==> config.mk <==
export PLATFORM = sky130hd
export DESIGN_NAME = regfile_scoreboard
export DESIGN_NICKNAME = d
export VERILOG_FILES = /design/src/rtl/datapath_pkg.sv /design/src/rtl/regfile_entry.sv /design/src/rtl/regfile_scoreboard.sv
export SDC_FILE = /design/constraint.sdc
export NUM_CORES = 1
export LEC_CHECK = 0
export CAP_MARGIN = 25
export CORE_UTILIZATION = 38
export CTS_BUF_LIST = sky130_fd_sc_hd__clkbuf_16
export DETAILED_ROUTE_END_ITERATION = 12
export GPL_TIMING_DRIVEN = 0
export MAX_ROUTING_LAYER = met4
export PLACE_DENSITY = 0.6
export SYNTH_ARGS = -nofsm -noshare
export SYNTH_HDL_FRONTEND = slang
export SYNTH_SLANG_ARGS = --single-unit
==> constraint.sdc <==
create_clock -name clk -period 5.8 [get_ports clk]
set_clock_uncertainty 0.05 [all_clocks]
set_input_delay 1.16 -clock clk [delete_from_list [all_inputs] [get_ports clk]]
set_output_delay 1.16 -clock clk [all_outputs]
set_load 0.005 [all_outputs]
==> src/rtl/datapath_pkg.sv <==
// datapath_pkg: shared datapath sizing constants and the clog2 helper
package datapath_pkg;
    localparam int DATA_W_DEF   = 32;
    localparam int NUM_REGS_DEF = 16;
    localparam int PC_REG_DEF   = 15;

    function automatic int clog2(input int n);
        int r;
        r = 0;
        while ((1 << r) < n) r++;
        return r;
    endfunction
endpackage

==> src/rtl/regfile_entry.sv <==
// regfile_entry: one architectural register with write enable and async active-low clear
module regfile_entry #(
    parameter int W = 32
) (
    input  logic         clk,
    input  logic         rst,
    input  logic         en,
    input  logic [W-1:0] d,
    output logic [W-1:0] q
);
    // hold the value, load on enable, clear on reset
    always_ff @(posedge clk or negedge rst) begin
        if (!rst) q <= '0;
        else if (en) q <= d;
    end
endmodule

==> src/rtl/regfile_scoreboard.sv <==
// regfile_scoreboard: parametrised register file with write-through bypass and pending-write scoreboard
module regfile_scoreboard
    import datapath_pkg::*;
#(
    parameter  int DATA_W   = DATA_W_DEF,
    parameter  int NUM_REGS = NUM_REGS_DEF,
    parameter  int NUM_RD   = 2,
    parameter  int PC_REG   = PC_REG_DEF,
    parameter  int BYPASS   = 1,
    localparam int AW       = clog2(NUM_REGS)
) (
    input  logic                     clk,
    input  logic                     rst,
    input  logic [DATA_W-1:0]        pc_in,
    input  logic [NUM_RD*AW-1:0]     rd_addr,
    output logic [NUM_RD*DATA_W-1:0] rd_data,
    output logic [NUM_RD-1:0]        rd_busy,
    input  logic                     wr_en,
    input  logic [AW-1:0]            wr_addr,
    input  logic [DATA_W-1:0]        wr_data,
    input  logic                     issue_valid,
    input  logic [AW-1:0]            issue_addr,
    output logic                     issue_ready,
    input  logic                     flush,
    output logic [NUM_REGS-1:0]      busy_vec
);
    localparam logic [AW-1:0] PC_IDX = AW'(PC_REG);
    localparam logic [AW:0]   NR     = (AW+1)'(NUM_REGS);

    logic [DATA_W-1:0]   regs [NUM_REGS];
    logic [NUM_REGS-1:0] busy, busy_nxt;
    logic                wr_ok;

    function automatic logic in_range(input logic [AW-1:0] a);
        return {1'b0, a} < NR;
    endfunction

    // a legal index is a real storage register: in range and not the PC alias
    function automatic logic legal(input logic [AW-1:0] a);
        return a != PC_IDX && in_range(a);
    endfunction

    assign wr_ok    = wr_en && legal(wr_addr);
    assign busy_vec = busy;

    for (genvar n = 0; n < NUM_REGS; n++) begin : g_reg
        regfile_entry #(.W(DATA_W)) u_entry (
            .clk (clk),
            .rst (rst),
            .en  (wr_ok && wr_addr == AW'(n)),
            .d   (wr_data),
            .q   (regs[n])
        );
    end

    for (genvar i = 0; i < NUM_RD; i++) begin : g_rd
        logic [AW-1:0] a;
        logic          hit;
        assign a   = rd_addr[i*AW +: AW];
        assign hit = BYPASS != 0 && wr_ok && wr_addr == a;
        assign rd_data[i*DATA_W +: DATA_W] = a == PC_IDX ? pc_in :
                                             hit         ? wr_data :
                                             in_range(a) ? regs[a] : '0;
        assign rd_busy[i] = legal(a) && busy[a] && !hit;
    end

    // a write-back retiring the blocking write this cycle frees the destination immediately
    assign issue_ready = !flush && (!legal(issue_addr) || !busy[issue_addr] ||
                                    (wr_en && wr_addr == issue_addr));

    // scoreboard update: write-back clears, accepted issue sets (set wins), flush clears all
    always_comb begin
        busy_nxt = busy;
        if (wr_ok) busy_nxt[wr_addr] = 1'b0;
        if (issue_valid && issue_ready && legal(issue_addr)) busy_nxt[issue_addr] = 1'b1;
        if (flush) busy_nxt = '0;
    end

    // scoreboard state register
    always_ff @(posedge clk or negedge rst) begin
        if (!rst) busy <= '0;
        else busy <= busy_nxt;
    end
endmodule

* Word level (Yosys, flattened, before mapping)
Cells that the tools add are included.
** Cells by class
- $lt $le $gt $ge :: 8
- Eq/ne operators :: 24
- Multiplexer cells :: 23
- Bitwise logic cells :: 5
- Reductions and logical operators :: 37
** Operators by type and width (count)
- 32-bit binary-select mux with 4-bit select :: 2
- 32-bit 2-to-1 mux :: 8
- 16-bit 2-to-1 mux :: 3
- 4-bit equality test (second input constant) :: 10
- 1-bit logical AND :: 29
- 4-bit by 5-bit less-than comparator with 1-bit output (second input constant) :: 4
- 16-bit AND :: 1
- 4-bit by 3-bit equality test with 1-bit output (second input constant) :: 4
- 4-bit != test (second input constant) :: 4
- 16-bit NOT :: 1
- 16-bit OR :: 1
- 1-bit binary-select mux with 4-bit select :: 3
- 4-bit equality test :: 3
- 5-bit >= comparator (second input constant) :: 2
- 4-bit NOT with 5-bit output :: 2
- 1-bit demux with 4-bit select :: 2
- 4-bit by 2-bit equality test with 1-bit output (second input constant) :: 2
- 4-bit by 1-bit >= comparator with 1-bit output (second input constant) :: 2
- 1-bit logical NOT :: 5
- 1-bit 2-to-1 mux :: 5
- 4-bit by 1-bit equality test with 1-bit output (second input constant) :: 1
- 4-bit logical NOT :: 1
- 1-bit logical OR :: 2
** Storage, ports and cells
- Register bits :: 528
- Output and inout bits :: 83
- Word-level logic and storage cells :: 114

* Logic depth before layout (Yosys ltp)
- Depth in word-level cells :: 10
- Gate-level depth with buffers :: 9
- Depth with buffers taken out :: 5

* Cells and area by module
Synthesis repeated with hierarchy kept, for this count alone.
** Second synthesis, totals
- Cell total of the unflattened synthesis :: 1876
- Area, all modules :: 31131.1 um^2
** By module, submodules not included
- regfile_entry :: times used 16, cells an instance 68, area each 1345.0 um^2
- regfile_scoreboard :: times used 1, cells an instance 788, area each 9610.5 um^2

* Worst setup path before layout
Ideal clock, no wire load.
- Kind :: input-to-output
- From :: input port rd_addr[5]
- To :: output port rd_data[62]
- Arrival time :: 2.758 ns
- Path slack :: 1.832 ns
- Stages on the path :: 7
- Path through :: buf_2 > buf_4 > buf_2 > mux4_2 > mux2_2 > o21ai_0 > a21oi_1
** On the way
- Longest elaborated chain between the ends :: 6
- Elaborated cells on any way between the ends :: 9
- Classes of those cells :: eq/ne (2); mux (5); bitwise (1); reduce/logical (1)
** RTL lines
- start: declaration :: RTL line regfile_scoreboard.sv:15 : input logic [NUM_RD*AW-1:0] rd_addr,
- 4-bit NOT with 5-bit output (not written as such) :: RTL line regfile_scoreboard.sv:63 : in_range(a) ? regs[a] : '0;
- 32-bit binary-select mux with 4-bit select :: RTL line regfile_scoreboard.sv:63
- 32-bit 2-to-1 mux (not written as such) (2 in series) :: RTL line regfile_scoreboard.sv:63
- 32-bit 2-to-1 mux :: RTL line regfile_scoreboard.sv:62 : hit ? wr_data :
- 32-bit 2-to-1 mux (*) :: RTL line regfile_scoreboard.sv:61 : assign rd_data[i*DATA_W +: DATA_W] = a == PC_IDX ? pc_in :
- end: declaration :: RTL line regfile_scoreboard.sv:16 : output logic [NUM_RD*DATA_W-1:0] rd_data,
Every way passes the cells marked *; elsewhere a longest branch is shown, timed or not. The select of a mux whose other input is x is not followed.

* Worst setup path after layout
- From :: input port rd_addr[2]
- To :: output port rd_data[2]
Same word-level chain as after synthesis.

==> run_summary.xml <==
<?xml version="1.0" encoding="UTF-8"?>
<metrics>
  <group name="status">
    <metric name="run_status" unit="">finished with violations</metric>
    <metric name="failed_checks" unit="">negative setup slack</metric>
  </group>
  <group name="setup_path">
    <metric name="critical_path.startpoint" unit="">rd_addr[2]</metric>
    <metric name="crit_path_end_kind" unit="">primary output</metric>
    <metric name="worstSetupPathType" unit="">input port to primary output</metric>
    <metric name="crit_end" unit="">rd_data[2]</metric>
    <metric name="worst_r2r_startpoint" unit="">busy_vec[7]$_DFF_PN0_</metric>
    <metric name="reg2regPathDepth" unit="">5</metric>
    <metric name="cp_max_fo" unit="">10</metric>
    <metric name="ff2ff_setup_slack" unit="ns">3.88</metric>
    <metric name="worst_setup_path_start_kind" unit="">input port</metric>
    <metric name="cp_data_arrival_time" unit="ns">4.62</metric>
    <metric name="critical_path_required" unit="ns">4.59</metric>
    <metric name="r2r_end" unit="">busy_vec[3]$_DFF_PN0_</metric>
  </group>
  <group name="place">
    <metric name="gpl.final_weighted_congestion" unit="">0.929</metric>
    <metric name="half_perimeter_wire_length_of_the_detailed_placement_result" unit="mm">66.1</metric>
    <metric name="port_buffer_cells" unit="">156</metric>
  </group>
  <group name="min_path">
    <metric name="worst_hold_path_type" unit="">flop to flop</metric>
    <metric name="hold_depth" unit="">1</metric>
  </group>
  <group name="synth">
    <metric name="post_synth_main_area_contributors" unit="">sky130_fd_sc_hd__dfrtp_1 45%, sky130_fd_sc_hd__mux2_2 21%, sky130_fd_sc_hd__mux4_2 21%</metric>
    <metric name="yosysSeqAreaShare" unit="%">45.4</metric>
    <metric name="synth_cell_type_count" unit="">40</metric>
    <metric name="synth.avg_cell_area" unit="um2">14.5</metric>
    <metric name="synth_enable_flop_cells" unit="">0</metric>
    <metric name="ys_async_sr_fraction" unit="%">100</metric>
    <metric name="synth_ff_type" unit="">sky130_fd_sc_hd__dfrtp_1</metric>
    <metric name="synthesis.instances" unit="">2010</metric>
    <metric name="netlist.top_cell.by_area" unit="">sky130_fd_sc_hd__dfrtp_1</metric>
    <metric name="yosys.area.top_type_share" unit="%">45.4</metric>
    <metric name="synth_area" unit="um2">29100</metric>
    <metric name="syn-num-nets" unit="">2095</metric>
    <metric name="synth.yosys.warnings" unit="">0</metric>
    <metric name="yosys_register_bits" unit="">528</metric>
  </group>
  <group name="finish">
    <metric name="nets" unit="">2327</metric>
    <metric name="n_fill_cell" unit="">6717</metric>
    <metric name="most_frequent_cells_in_the_layout" unit="">547 x sky130_fd_sc_hd__mux2_2, 528 x sky130_fd_sc_hd__dfrtp_1, 268 x sky130_fd_sc_hd__mux4_2</metric>
    <metric name="postLayoutCoreUtil" unit="%">44.9</metric>
    <metric name="layout.cells.most_common" unit="">sky130_fd_sc_hd__mux2_2</metric>
    <metric name="seq_area" unit="um2">13200</metric>
    <metric name="synthToLayoutAreaGrowth" unit="%">17.0</metric>
    <metric name="layout-drive-gt1-share" unit="%">44.1</metric>
    <metric name="combined_area_of_the_multi_input_logic_cells" unit="um2">14800</metric>
  </group>
  <group name="cts">
    <metric name="cts_made_buffers" unit="">60</metric>
    <metric name="ctsLongestPathBuffers" unit="">3</metric>
    <metric name="path_clk_slew" unit="ns">0.06</metric>
    <metric name="clkLatencyLatePin" unit="ns">0.62</metric>
    <metric name="clock_tree.htree_level_count" unit="">2</metric>
    <metric name="clock_sinks" unit="">528</metric>
    <metric name="holdBufCountCts" unit="">0</metric>
    <metric name="postCtsSetupRepairBufs" unit="">0</metric>
    <metric name="cts_root_buf" unit="">sky130_fd_sc_hd__clkbuf_16</metric>
    <metric name="clock_tree_from_tritoncts" unit="">done</metric>
  </group>
  <group name="power">
    <metric name="static_leakage" unit="uW">0.0139</metric>
    <metric name="vdd_drop_max" unit="V">0.000202</metric>
    <metric name="design_power_total" unit="uW">11500</metric>
    <metric name="power.density" unit="nW/um2">338</metric>
  </group>
  <group name="drt">
    <metric name="detail_route.vias_per_cell" unit="">6.04</metric>
    <metric name="drt_drc_violations_left" unit="">0</metric>
    <metric name="drt_iter0_drc" unit="">2087</metric>
    <metric name="drt-wirelength-per-cell" unit="um">29.2</metric>
    <metric name="vias" unit="">20000</metric>
    <metric name="detailed_route_wire_length" unit="mm">96.8</metric>
    <metric name="dr.pass1.iters" unit="">6</metric>
    <metric name="antenna_left" unit="">0</metric>
  </group>
  <group name="sta">
    <metric name="period_minus_slack" unit="ns">5.83</metric>
    <metric name="timing.fmax" unit="GHz">0.171</metric>
    <metric name="min_period_over_period" unit="%">101</metric>
    <metric name="timing_hold_violations_final" unit="">0</metric>
    <metric name="drv_slew" unit="">0</metric>
    <metric name="setup_ws" unit="ns">-0.0316</metric>
    <metric name="hold_worst_slack" unit="ns">0.423</metric>
    <metric name="setup_viol_count_final" unit="">1</metric>
    <metric name="unrepaired_setup_endpoints_after_global_routing" unit="">false</metric>
    <metric name="max-slew-margin-rel" unit="%">22.1</metric>
    <metric name="worst_margin_pin_slew" unit="ns">1.17</metric>
  </group>
  <group name="floorplan">
    <metric name="number_of_top_level_design_ports" unit="">168</metric>
    <metric name="placement_rows" unit="">101</metric>
    <metric name="die_x" unit="um">279</metric>
    <metric name="start_util" unit="%">38.4</metric>
    <metric name="floorplan.die_area" unit="um2">77800</metric>
    <metric name="floorplan.die.height" unit="um">279</metric>
    <metric name="floorplan.core_area" unit="um2">75900</metric>
  </group>
  <group name="grt">
    <metric name="grt_max_degree" unit="">129</metric>
    <metric name="grt_first_pass_wirelength" unit="mm">143</metric>
    <metric name="grt-ovfl-total" unit="">0</metric>
    <metric name="grt_antenna_before_repair" unit="">1</metric>
    <metric name="grt_pass1_vias" unit="">21200</metric>
    <metric name="globalRouteTotalUtil" unit="%">25.8</metric>
  </group>
  <group name="job">
    <metric name="timing.max_cap.violations" unit="">0</metric>
  </group>
</metrics>
## cells by family after synthesis
logic type                share of synthesized area [%]
AOI/OAI and AO/OA                                  4.41
DFF                                                45.4
buffers and inverters                              3.73
muxes                                              44.1
xor gates and xnor gates                          0.356
and+or+nand+nor                                    2.10
## through the flow
step | area (um2) | worst slack (ns) | instances | setup TNS (ns)
final | 34100 | -0.0316 | 3315 | -0.0316
after global placement | 32000 | -19.55 | 3196 | -
after CTS | 34000 | 0.00216 | 3306 | 0
after detailed placement | 32100 | -0.142 | 3203 | -1.16
after floorplan | 29100 | 1.83 | 2010 | 0
after global routing | 34100 | 0.0308 | 3314 | 0
## sequential cells by signal, indices dropped and copies added (netlist names)
signal and cells:
busy_vec 16, g.u_entry.q 512
## report_power, final
| group | switching (uW) | internal [uW] |
|---|---|---|
| sequential | 567 | 4470 |
| combinational | 1110 | 1790 |
| clock | 1560 | 2010 |
| total | 3230 | 8280 |
## synthesized netlist by cell type (all sizes together) (2+ instances only)
cell type and n:
mux2 547, dfrtp 528, mux4 268, clkbuf 142
buf 93, o21ai 74, nand2 72, a21oi 68
o22ai 65, mux2i 64, nor2 14, inv 10
o32ai 9, nand3b 8, xnor2 7, nand2b 5
nor2b 5, nand3 4, xor2 4, and2 3
nand4 3, or3 3, a211oi 2, and3 2
nor3 2, or4 2
## worst max-delay path, cell delays in order
cell	delay, ns
sky130_fd_sc_hd__clkdlybuf4s50_1	0.68
sky130_fd_sc_hd__clkbuf_1	0.48
sky130_fd_sc_hd__clkdlybuf4s15_2	0.56
sky130_fd_sc_hd__mux4_2	0.38
sky130_fd_sc_hd__mux2_2	0.28
sky130_fd_sc_hd__o21ai_0	0.41
sky130_fd_sc_hd__a21oi_1	0.18
sky130_fd_sc_hd__clkdlybuf4s50_1	0.48
## per-layer routing
metal	vias up	global-route usage (%)	routed length, um
met5	-	-	0
met4	0	9.52	3900
met3	228	5.92	7730
met2	922	40.5	46400
met1	10700	32.8	38800
li1	8183	-	-
## cell type report
cell class	count	area share [%]
diodes	2	0.0147
well taps	1030	3.78
repair buffers	170	5.39
inverters	10	0.110
clock buffers	61	4.48
plain buffers	235	3.16
clock inverters	42	0.767
multi-input cells	1237	43.5
flip-flops and latches	528	38.8
## repair_timing
| item | CTS | global route |
|---|---|---|
| gates resized for setup | 9 | 10 |
| setup endpoints to repair | 17 | 17 |
| hold endpoints to repair | 0 | 0 |
## how the worst min path moves through the flow
stage,start,end
after floorplan,g_reg[15].u_entry.q[0]$_DFFE_PN0P_,g_reg[15].u_entry.q[0]$_DFFE_PN0P_
after global placement,g_reg[15].u_entry.q[5]$_DFFE_PN0P_,g_reg[15].u_entry.q[5]$_DFFE_PN0P_
after detailed placement,g_reg[15].u_entry.q[24]$_DFFE_PN0P_,g_reg[15].u_entry.q[24]$_DFFE_PN0P_
after CTS,g_reg[15].u_entry.q[24]$_DFFE_PN0P_,g_reg[15].u_entry.q[24]$_DFFE_PN0P_
after global routing,g_reg[15].u_entry.q[8]$_DFFE_PN0P_,g_reg[15].u_entry.q[8]$_DFFE_PN0P_
final,g_reg[15].u_entry.q[24]$_DFFE_PN0P_,g_reg[15].u_entry.q[24]$_DFFE_PN0P_
Power figures use the tool's default switching activity.
==> edit (same flow settings) <==
Set the parameter `NUM_RD` to 1 (it was 2).
--- a/src/rtl/regfile_scoreboard.sv
+++ b/src/rtl/regfile_scoreboard.sv
@@ -4,7 +4,7 @@
 #(
     parameter  int DATA_W   = DATA_W_DEF,
     parameter  int NUM_REGS = NUM_REGS_DEF,
-    parameter  int NUM_RD   = 2,
+    parameter  int NUM_RD   = 1,
     parameter  int PC_REG   = PC_REG_DEF,
     parameter  int BYPASS   = 1,
     localparam int AW       = clog2(NUM_REGS)
Ports: changed (resized rd_addr, rd_busy and rd_data); port bits go from 168 to 131. The function was not compared with the original's and may differ.
==> edit against the unedited design <==
Core utilization up 0.085 points. Maximum frequency grew 7.3%. Setup slack better by 0.40 ns. Power is 12% lower. Sequential cell count unchanged. Routed wire length decreased by 31%. Synthesized area is 17% lower. Final area down 17%. Hold slack got worse by 0.019 ns.
==> edit: results (changes against the unedited design) <==
- The total CTS buffers came to 57 (-5.0%).
- The post-cts repair resize count is 0 (-9).
- The logic depth of the worst register-to-register path is 4 (-1).
- Ranked by total cell area, the synthesized netlist is headed by sky130_fd_sc_hd__dfrtp_1 (55%), sky130_fd_sc_hd__mux2_2 (19%), sky130_fd_sc_hd__mux4_2 (12%), sky130_fd_sc_hd__a22oi_1 (2.0%), sky130_fd_sc_hd__mux2_1 (2.0%).
- The count of placed standard cells including taps came to 2,526 (-21%).
- The number of input and output port buffers inserted is 120 (-23%).
- The portion of the clock cycle consumed by the worst path in the final layout is 93.7% (-6.8 points).
- The worst slack after detailed placement is 0.453 ns (+0.595 ns).
- The first-pass iteration count of the detailed router is 5 (-1).
- The number of antenna violations at the first check in global routing is 2 (+1).
- The DRC violation total after the first TritonRoute iteration came to 984 (-53%).
- The minimum setup slack among reg-to-reg paths came to 4.02 ns (+0.14 ns).
- The cell with the largest stage delay on the worst path is sky130_fd_sc_hd__clkbuf_1.
- The final cell count without fillers came to 2,630 (-21%).
- The maximum VDD drop came to 0.205 mV (+1.2%).
- The critical path starts at rd_addr[0].
- The fraction of synthesized area in multiplexers is 35.7% (-8.3 points).
- The per-instance average area after synthesis is 15.6 um2 (+7.5%).
- The hold path startpoint is g_reg[15].u_entry.q[25].
- The synthesized-area fraction occupied by xor and xnor cells is 0.253% (-0.10 points).
- The routed length on met2 is 32,200 um (-31%).
- The share of the yosys chip area belonging to registers is 54.5% (+9.2 points).
- The via count of the first global-routing pass came to 15,600 (-26%).
- The arrival time reported for the critical path endpoint is 4.23 ns (-0.39 ns).
- The routed length on met1 is 29,400 um (-24%).
- The last element of the critical path is rd_data[22].
- The run finished with clean final reports.
- In the synthesized netlist, the cells that appear most often are sky130_fd_sc_hd__dfrtp_1 (528), sky130_fd_sc_hd__mux2_2 (409), sky130_fd_sc_hd__mux4_2 (132).
- The final HPWL from detailed placement came to 43,900 um (-34%).
- The end of the worst hold path is g_reg[15].u_entry.q[25].
- The leakage power figure is 12.0 nW (-14%).
- The number of vias per cell after detailed routing is 5.55 (-8.0%).
- The routability-driven placement congestion ratio is 0.807 (-13%).
- The maximum number of pins on one net before global-route repair is 121 (-6.2%).
- The sequential fraction of design power is 48.1% (+4.3 points).
## edit: cell type report
class | instances | area, um2
fillers | 5704 | 34700
flip-flops and latches | 528 | 13200
multi-input cells | 843 | 10200
clock buffers | 58 | 1450
repair buffers | 125 | 1340
well taps | 846 | 1060
plain buffers | 183 | 846
clock inverters | 44 | 262
diodes | 2 | 5.00
inverters | 1 | 3.75
## edit: layer usage
metal / GRT usage [%] / up-vias
met1: 29.2 / 7894
li1: - / 6238
met4: 5.97 / 0
met2: 34.4 / 381
met3: 3.24 / 88
met5: - / -
## edit: through the flow
stage / hold slack (ns) / instance area [um2]
3_5_place_dp: 0.396 / 26600
4_1_cts: 0.409 / 28400
3_3_place_gp: 0.386 / 26500
6_report: 0.404 / 28400
5_1_grt: 0.424 / 28400
2_1_floorplan: 0.374 / 24200
